**src/rtl/gamma_seq_pkg.sv**
```systemverilog
// Shared types and constants for the gamma sequencer.
package gamma_seq_pkg;

    typedef enum logic [1:0] {
        ST_IDLE,
        ST_CLEAR,
        ST_RUN,
        ST_FINISH
    } gamma_state_e;

    localparam int GAP_W = 4;

    function automatic int cw_of(input int gamma_cycle_width);
        return $clog2(gamma_cycle_width);
    endfunction

endpackage

```
**src/rtl/gamma_tick_counter.sv**
```systemverilog
// CW-bit wrapping tick counter with enable, synchronous clear and terminal-count flag.
module gamma_tick_counter #(
    parameter int CW = 7
) (
    input  logic          aclk,
    input  logic          rst_n,
    input  logic          clr_i,
    input  logic          en_i,
    output logic [CW-1:0] count_o,
    output logic          tc_o
);

    always_ff @(posedge aclk or negedge rst_n) begin
        if (!rst_n) begin
            count_o <= '0;
        end else if (clr_i) begin
            count_o <= '0;
        end else if (en_i) begin
            count_o <= count_o + 1'b1;
        end
    end

    assign tc_o = &count_o;

endmodule

```
**src/rtl/gamma_seq_ctrl.sv**
```systemverilog
// Gamma-cycle sequencer: shared counter, grst strobe and registered mem_rst for a cell group.
// Optional GAMMA_SEQ_PAUSE_EN adds a pause input that freezes a RUN interval.
module gamma_seq_ctrl
    import gamma_seq_pkg::*;
#(
    parameter int GAMMA_CYCLE_WIDTH = 128,
    parameter int CLEAR_CYCLES      = 1,
    parameter int IDX_W             = 16
) (
    input  logic                                 aclk,
    input  logic                                 rst_n,
`ifdef GAMMA_SEQ_PAUSE_EN
    input  logic                                 pause,
`endif
    input  logic                                 start,
    input  logic [IDX_W-1:0]                     num_cycles,
    input  logic                                 stop,
    output logic                                 busy,
    output logic [cw_of(GAMMA_CYCLE_WIDTH)-1:0]  counter,
    output logic                                 grst,
    output logic                                 mem_rst,
    output logic                                 gamma_done,
    output logic [IDX_W-1:0]                     cycle_idx,
    output logic                                 done
);

    localparam int CW = cw_of(GAMMA_CYCLE_WIDTH);
    localparam logic [CW-1:0]    CNT_PRE  = CW'(GAMMA_CYCLE_WIDTH - 2);
    localparam logic [GAP_W-1:0] GAP_INIT = GAP_W'(CLEAR_CYCLES - 1);

    gamma_state_e     state_q;
    logic [GAP_W-1:0] gap_q;
    logic             stop_q;
    logic [IDX_W-1:0] num_q;
    logic [IDX_W-1:0] idx_q;
    logic [IDX_W-1:0] idx_d;
    logic             busy_q, grst_q, mrst_q, gdone_q, done_q;
    logic             pause_w, run_adv, tc, last_cycle;

`ifdef GAMMA_SEQ_PAUSE_EN
    assign pause_w = pause;
`else
    assign pause_w = 1'b0;
`endif

    assign run_adv    = (state_q == ST_RUN) && !pause_w;
    assign idx_d      = (&idx_q) ? idx_q : idx_q + 1'b1;
    assign last_cycle = stop_q || stop || ((num_q != '0) && (idx_d == num_q));

    gamma_tick_counter #(.CW(CW)) u_tick (
        .aclk    (aclk),
        .rst_n   (rst_n),
        .clr_i   (state_q != ST_RUN),
        .en_i    (run_adv),
        .count_o (counter),
        .tc_o    (tc)
    );

    always_ff @(posedge aclk or negedge rst_n) begin
        if (!rst_n) begin
            state_q <= ST_IDLE;
            gap_q   <= '0;
            stop_q  <= 1'b0;
            num_q   <= '0;
            idx_q   <= '0;
            busy_q  <= 1'b0;
            grst_q  <= 1'b0;
            mrst_q  <= 1'b1;
            gdone_q <= 1'b0;
            done_q  <= 1'b0;
        end else begin
            grst_q  <= 1'b0;
            gdone_q <= 1'b0;
            done_q  <= 1'b0;
            case (state_q)
                ST_IDLE: begin
                    if (start) begin
                        num_q   <= num_cycles;
                        idx_q   <= '0;
                        stop_q  <= stop;
                        gap_q   <= GAP_INIT;
                        busy_q  <= 1'b1;
                        state_q <= ST_CLEAR;
                    end
                end
                ST_CLEAR: begin
                    if (stop) stop_q <= 1'b1;
                    if (gap_q == '0) begin
                        state_q <= ST_RUN;
                        mrst_q  <= 1'b0;
                        grst_q  <= 1'b1;
                    end else begin
                        gap_q <= gap_q - 1'b1;
                    end
                end
                ST_RUN: begin
                    if (stop) stop_q <= 1'b1;
                    // A paused RUN holds everything; strobes stay low until counting resumes.
                    if (run_adv) begin
                        if (tc) begin
                            idx_q  <= idx_d;
                            mrst_q <= 1'b1;
                            if (last_cycle) begin
                                state_q <= ST_FINISH;
                                done_q  <= 1'b1;
                            end else begin
                                state_q <= ST_CLEAR;
                                gap_q   <= GAP_INIT;
                            end
                        end else if (counter == CNT_PRE) begin
                            gdone_q <= 1'b1;
                        end
                    end
                end
                ST_FINISH: begin
                    stop_q  <= 1'b0;
                    busy_q  <= 1'b0;
                    state_q <= ST_IDLE;
                end
                default: state_q <= ST_IDLE;
            endcase
        end
    end

    assign busy       = busy_q;
    assign grst       = grst_q;
    assign mem_rst    = mrst_q;
    assign gamma_done = gdone_q;
    assign cycle_idx  = idx_q;
    assign done       = done_q;

endmodule
```
**config.mk**
```make
export PLATFORM = sky130hd
export DESIGN_NAME = gamma_seq_ctrl
export DESIGN_NICKNAME = d
export VERILOG_FILES = /design/src/rtl/gamma_seq_pkg.sv /design/src/rtl/gamma_tick_counter.sv /design/src/rtl/gamma_seq_ctrl.sv
export SDC_FILE = /design/constraint.sdc
export NUM_CORES = 1
export LEC_CHECK = 0
export ABC_AREA = 1
export CORE_AREA = 3 3 71 123
export DETAILED_ROUTE_END_ITERATION = 10
export DIE_AREA = 0 0 74 126
export HOLD_SLACK_MARGIN = 0.06
export PLACE_DENSITY_LB_ADDON = 0.08
export SKIP_CTS_REPAIR_TIMING = 1
export SYNTH_ARGS = -nofsm -noshare
export SYNTH_HDL_FRONTEND = slang
export SYNTH_HIERARCHICAL = 1
export SYNTH_SLANG_ARGS = --single-unit
```
**constraint.sdc**
```tcl
create_clock -name aclk -period 2.35 [get_ports aclk]
set_input_delay 0.3525 -clock aclk [delete_from_list [all_inputs] [get_ports aclk]]
set_output_delay 0.3525 -clock aclk [all_outputs]
set_load 0.005 [all_outputs]
```
==> run metrics, run 1 <==
layout cells sized above 1 10.8%; cell types with the largest area share after synthesis dfrtp_1 40%, nand2_1 16%, nand3_1 7.4%; maximum number of pins on one net before global-route repair 28; total number of placement rows 43; per-cell routed wire length 14.8 um; GR Util All Layers 19.6%; launching element type of the critical path flip-flop; Synth Register Bits 51; kind of cell adding the most delay to the critical path simple AND/OR/NAND/NOR gates; antenna viol nets, final 0; effective utilization at floorplan 39.3%; detailed-route via count 3,034; worst path arrival time 2.44 ns; slowest stage delay, CP 0.43 ns; critical path capture point type flip-flop; syn_area_per_cell 7.11 um^2; total nets after synthesis 464; Worst-path clk slew 0.07 ns; most frequent cell on the critical path nand2_1; PortBufs 47; standard cell with the maximum stage delay on the critical path dfrtp_1; number of antenna violations at the first check in global routing 0; worst skew pair latency 0.29 ns; cell at the root of the clock tree clkbuf_16; Worst R2R Setup Slack 0.14 ns; Congestion Overflow GR 0; Ports between 40 and 50; vias in the first global route between 3k and 4k; r2r endpoint gap_q[2]$_DFFE_PN0P_; sum of buffers and inverters on the critical path 2; die outline width 74 um; worst-case reg-to-reg path depth 18; beginning of the worst register-to-register path cycle_idx[6]$_DFFE_PN0P_; maximum clock frequency roughly 450 MHz; TritonCTS clock tree built; Max-Cap Viols 0; placeable core region 7910 um^2; worst slew pin tran between 0.6 and 0.7 ns; hold_ws 0.0682 ns; pwr dens 942 nW/um^2; # clock sinks 51; cells along the critical path nand2_1 -> nor2_4 -> nand2_4 -> nor2_4 -> inv_6 -> nand2_2 -> inv_2 -> nand2_1 -> nand2_1 -> nor2_1 -> nand2_1 -> nor2_2 -> nand3_1 -> nand2_2 -> nand2_4 -> nand2_4 -> nand2_1 -> nand2_1; die extent in y 126 um; Lkg Pwr 1.92 nW; post-synth design cell area a little over 3000 um^2; total clock buffers created by CTS 5; initial detailed-routing violation count 170; largest driver fanout on the critical path 20; final clock period utilization by the worst path 94.2%; synthesis-to-layout area growth 28.4%; Net count, final between 500 and 600; Setup violations, final 0; count of placed standard cells including taps between 500 and 600; number of standard cells after synthesis 437; CTS HTree Levels 2; post-synth top area share 40.3%; post-DR vias/cell roughly 5.1; warnings from Yosys 6; largest vdd supply drop 0.677 mV; setup repair after global routing missed its margin yes; count of unique library cells instantiated by Yosys 30; worst hold path type input pin to async pin; Final Wtd Congestion 0.900; cell taking the most area after synthesis dfrtp_1; first-pass detailed-route iteration total 5; worst slack, placed -0.0410 ns; routed wire length 8750 um; first-pass GRT wire length 14,200 um; Detailed Place HPWL 6790 um; number of antenna diodes 0; Layout fillers approximately 800; data required time of the worst path between 2 and 3 ns; Worst Clk Skew 0.00757 ns; die outline area about 9300 um^2; post-layout instance count excluding filler cells 591; outcome finished, final reports clean; relative slew slack 58.1%; final worst-path setup slack 0.136 ns; number of failing hold endpoints at the final stage 0; clock period minus final worst setup slack 2.21 ns; max-slew violations 0; Post-route DRC 0; type of the setup path with the least slack flip-flop to flip-flop; buffers from clock root to sink, at most 2; fraction of the yosys area taken by sequential cells ~40%
## cells by family after synthesis
group	synth area share, %
AOI/OAI and AO/OA	7.85
xor gates and xnor gates	2.42
adders and majority gates	2.82
buffers and inverters	8.86
DFF	41.1
and+or+nand+nor	36.9
## synthesized netlist by cell type
cell      instances
nand3b_1          2
a21o_1            1
a32o_1            1
nand2_1         134
inv_1            60
nor3_1            4
nor3b_1           1
buf_2             1
dfstp_2           1
nand2_2           4
xnor3_1           1
a21oi_1           6
ha_1              7
clkbuf_1          6
nand2_4           4
nor4_1            5
xor2_1            5
a21boi_1          1
dfrtp_1          50
nor2_2            1
a31oi_1           1
o21ai_0          29
nor2_1           42
nor2_4            5
xnor2_1           1
nand4_1           8
buf_6             1
nand3_1          46
inv_2             3
o22ai_1           6
## worst max-delay path by stage
stage / from / endpoint / slack, ns / depth (start not counted)
2_1_floorplan: cycle_idx[0]$_DFFE_PN0P_ / gap_q[2]$_DFFE_PN0P_ / 0.24 / 19
3_3_place_gp: cycle_idx[8]$_DFFE_PN0P_ / gap_q[2]$_DFFE_PN0P_ / -0.04 / 17
3_5_place_dp: cycle_idx[8]$_DFFE_PN0P_ / gap_q[1]$_DFFE_PN0P_ / -0.04 / 17
4_1_cts: cycle_idx[8]$_DFFE_PN0P_ / gap_q[2]$_DFFE_PN0P_ / -0.08 / 18
5_1_grt: cycle_idx[0]$_DFFE_PN0P_ / gap_q[3]$_DFFE_PN0P_ / -0.05 / 19
6_report: cycle_idx[6]$_DFFE_PN0P_ / gap_q[2]$_DFFE_PN0P_ / 0.14 / 18
## layout by cell type, fill, tap and decap left out, types with 2 or more instances in the layout
cell type,count
a21oi_1,6
buf_12,2
buf_4,15
clkbuf_1,2
clkbuf_16,5
clkdlybuf4s50_1,46
dfrtp_1,46
dfrtp_2,4
ha_1,6
inv_1,60
inv_2,2
nand2_1,133
nand2_2,5
nand2_4,4
nand3_1,45
nand3b_1,2
nand4_1,8
nor2_1,38
nor2_2,4
nor2_4,6
nor3_1,4
nor4_1,5
o21ai_0,29
o22ai_1,6
xor2_1,4
## power breakdown
group,leakage [nW],internal (mW),switching [mW],total [mW]
Clock,0.0679,0.395,0.321,0.716
Combinational,1.19,0.688,1.03,1.72
Sequential,0.664,1.12,0.202,1.32
Total,1.92,2.20,1.56,3.76
## metal layers
metal	track usage, %	part of all wire (%)	wire length (um)
met1	21.4	38	3370
met2	34.7	54	4700
met3	3.04	3.2	284
met4	11.0	4.5	398
met5	0	0	0
## area by class of cell
cell class,instances,area (um^2),area share (%)
clock buffer,7,133,3.32
clock inverter,1,5.00,0.125
inverter,63,241,6.05
multi-input combinational,315,1600,40.0
sequential,51,1280,32.2
tap,90,113,2.82
timing repair buffer,64,618,15.5
## sequential cells by signal, indices dropped and copies added, names as in the netlist, 2 cells and up
register,flops
cycle_idx,16
num_q,16
u_tick/count_o,7
gap_q,4
state_q,2
## per-stage QoR
| step | cell area (um^2) | util, % | setup TNS, ns | total power [mW] |
|---|---|---|---|---|
| 3_3_place_gp | 3760 | 47.6 | -0.139 | 3.03 |
| 6_report | 3990 | 50.4 | 0 | 3.76 |
| 2_1_floorplan | 3110 | - | 0 | 2.39 |
| 5_1_grt | 3990 | 50.4 | -0.219 | 4.04 |
| 3_5_place_dp | 3760 | 47.6 | -0.177 | 3.05 |
| 4_1_cts | 3900 | 49.3 | -0.408 | 3.78 |
No activity file was read; power rests on OpenSTA's default activity.
==> run 2, diff against run 1 <==
--- a/config.mk
+++ b/config.mk
@@ -6,12 +6,14 @@
 export NUM_CORES = 1
 export LEC_CHECK = 0
 export ABC_AREA = 1
-export CORE_AREA = 3 3 71 123
+export CORE_AREA = 2 2 70 122
 export DETAILED_ROUTE_END_ITERATION = 10
-export DIE_AREA = 0 0 74 126
+export DIE_AREA = 0 0 72 124
 export HOLD_SLACK_MARGIN = 0.06
 export PLACE_DENSITY_LB_ADDON = 0.08
+export SETUP_SLACK_MARGIN = 0.1
 export SKIP_CTS_REPAIR_TIMING = 1
+export SKIP_LAST_GASP = 1
 export SYNTH_ARGS = -nofsm -noshare
 export SYNTH_HDL_FRONTEND = slang
 export SYNTH_HIERARCHICAL = 1
==> run metrics, run 2 (same netlist as run 1, synthesis figures left out) <==
outcome finished, final reports clean; Lkg Pwr 1.97 nW; max-slew violations 0; standard cell with the maximum stage delay on the critical path dfrtp_1; initial detailed-routing violation count 180; total number of placement rows 43; hold_ws 0.0298 ns; most frequent standard cell in the layout excluding fill and tap cells nand2_1; largest driver fanout on the critical path 7; number of antenna diodes 0; Post-route DRC 0; data required time of the worst path between 2 and 3 ns; beginning of the worst register-to-register path cycle_idx[1]$_DFFE_PN0P_; die outline area 8930 um^2; per-cell routed wire length 14.4 um; # clock sinks 51; most frequent cell on the critical path nand2_1; Worst R2R Setup Slack 0.09 ns; routed wire length around 8600 um; layout cells sized above 1 12.9%; maximum number of pins on one net before global-route repair 31; die outline width 72 um; final core area utilization 51.5%; total clock buffers created by CTS 5; sum of buffers and inverters on the critical path 1; worst path arrival time 2.49 ns; post-layout total power 3.82 mW; GR Util All Layers 20.5%; worst slew pin tran 0.629 ns; Net count, final 531; detailed-route via count 3,051; die extent in y 124 um; critical path capture point type flip-flop; CTS HTree Levels 2; first-pass GRT wire length 14,100 um; worst-case reg-to-reg path depth 18; worst hold path type input pin to async pin; post-DR vias/cell between 5 and 6; effective utilization at floorplan 39.3%; launching element type of the critical path flip-flop; commonest cells after routing, fill and taps aside 131 x nand2_1, 60 x inv_1, 48 x dfrtp_1; cell at the root of the clock tree clkbuf_16; buffers from clock root to sink, at most 2; Ports 48; slowest stage delay, CP 0.40 ns; largest vdd supply drop 0.775 mV; cells along the critical path ha_4 -> nand2_4 -> nor2_4 -> nand2_4 -> buf_4 -> o21ai_1 -> nand2_1 -> nand2_1 -> nand2_1 -> nor2_2 -> nand2_1 -> nor2_1 -> nand3_1 -> nand2_2 -> nand2_4 -> nand2_4 -> nand2_1 -> nand2_1; clock period minus final worst setup slack 2.26 ns; Detailed Place HPWL ~6500 um; placeable core region 7910 um^2; type of the setup path with the least slack flip-flop to flip-flop; kind of cell adding the most delay to the critical path simple AND/OR/NAND/NOR gates; Layout fillers 819; path length in cells of the critical path 18; Congestion Overflow GR 0; Worst Clk Skew around 0.007 ns; worst setup path startpoint cycle_idx[1]$_DFFE_PN0P_; number of failing hold endpoints at the final stage 0; endpoint of the most critical setup path gap_q[0]$_DFFE_PN0P_; Max-Cap Viols 0; pwr dens around 940 nW/um^2; PortBufs 47; final clock period utilization by the worst path 96.3%; antenna viol nets, final 0; relative slew slack 57.7%; Final Wtd Congestion approximately 0.84; vias in the first global route 3,079; Setup violations, final 0; setup repair after global routing missed its margin yes; TritonCTS clock tree built; r2r endpoint gap_q[0]$_DFFE_PN0P_; first-pass detailed-route iteration total 4; synthesis-to-layout area growth 31.1%; maximum clock frequency 442 MHz; Worst-path clk slew ~0.070 ns; worst skew pair latency 0.29 ns; number of antenna violations at the first check in global routing 0
run 2: where the power goes:
part           switching (mW)  internal [mW]  total (mW)
Clock                   0.328          0.417       0.745
Combinational            1.03          0.700        1.73
Sequential              0.218           1.12        1.34
Total                    1.58           2.24        3.82
run 2: per-layer routing:
layer	share of wire (%)	GRT usage (%)	vias up
li1	-	-	1526
met1	38	21.8	1434
met2	55	38.5	67
met3	3.0	3.07	24
met4	4.0	9.91	0
met5	0	0	-
run 2: final cells by class:
cell class	count	area, um^2	area share [%]
clock buffers	6	139	3.41
clock inverters	1	5.00	0.123
inverters	63	244	5.99
multi-input cells	315	1640	40.1
flip-flops and latches	51	1280	31.4
well taps	90	113	2.76
repair buffers	66	646	15.8
repair inverters	2	12.5	0.307
run 2: worst min-delay path by stage:
stage                      from                     to  slack [ns]
after detailed placement  rst_n  num_q[15]$_DFFE_PN0P_        0.38
after global routing      rst_n  num_q[15]$_DFFE_PN0P_        0.08
after CTS                 rst_n  num_q[15]$_DFFE_PN0P_        0.07
final                     rst_n  num_q[15]$_DFFE_PN0P_        0.03
after global placement    rst_n  num_q[15]$_DFFE_PN0P_        0.37
after floorplan           rst_n       busy$_DFFE_PN0P_        0.06
run 2: through the flow:
stage               worst slack (ns)   TNS, ns  instances  instance area [um^2]
detailed placement          -0.00535  -0.00999        578                  3760
CTS                          -0.0336   -0.0857        585                  3910
global route                  -0.115    -0.475        594                  4070
floorplan                      0.243         0        437                  3110
global placement             -0.0176   -0.0588        578                  3760
finish                        0.0880         0        594                  4070
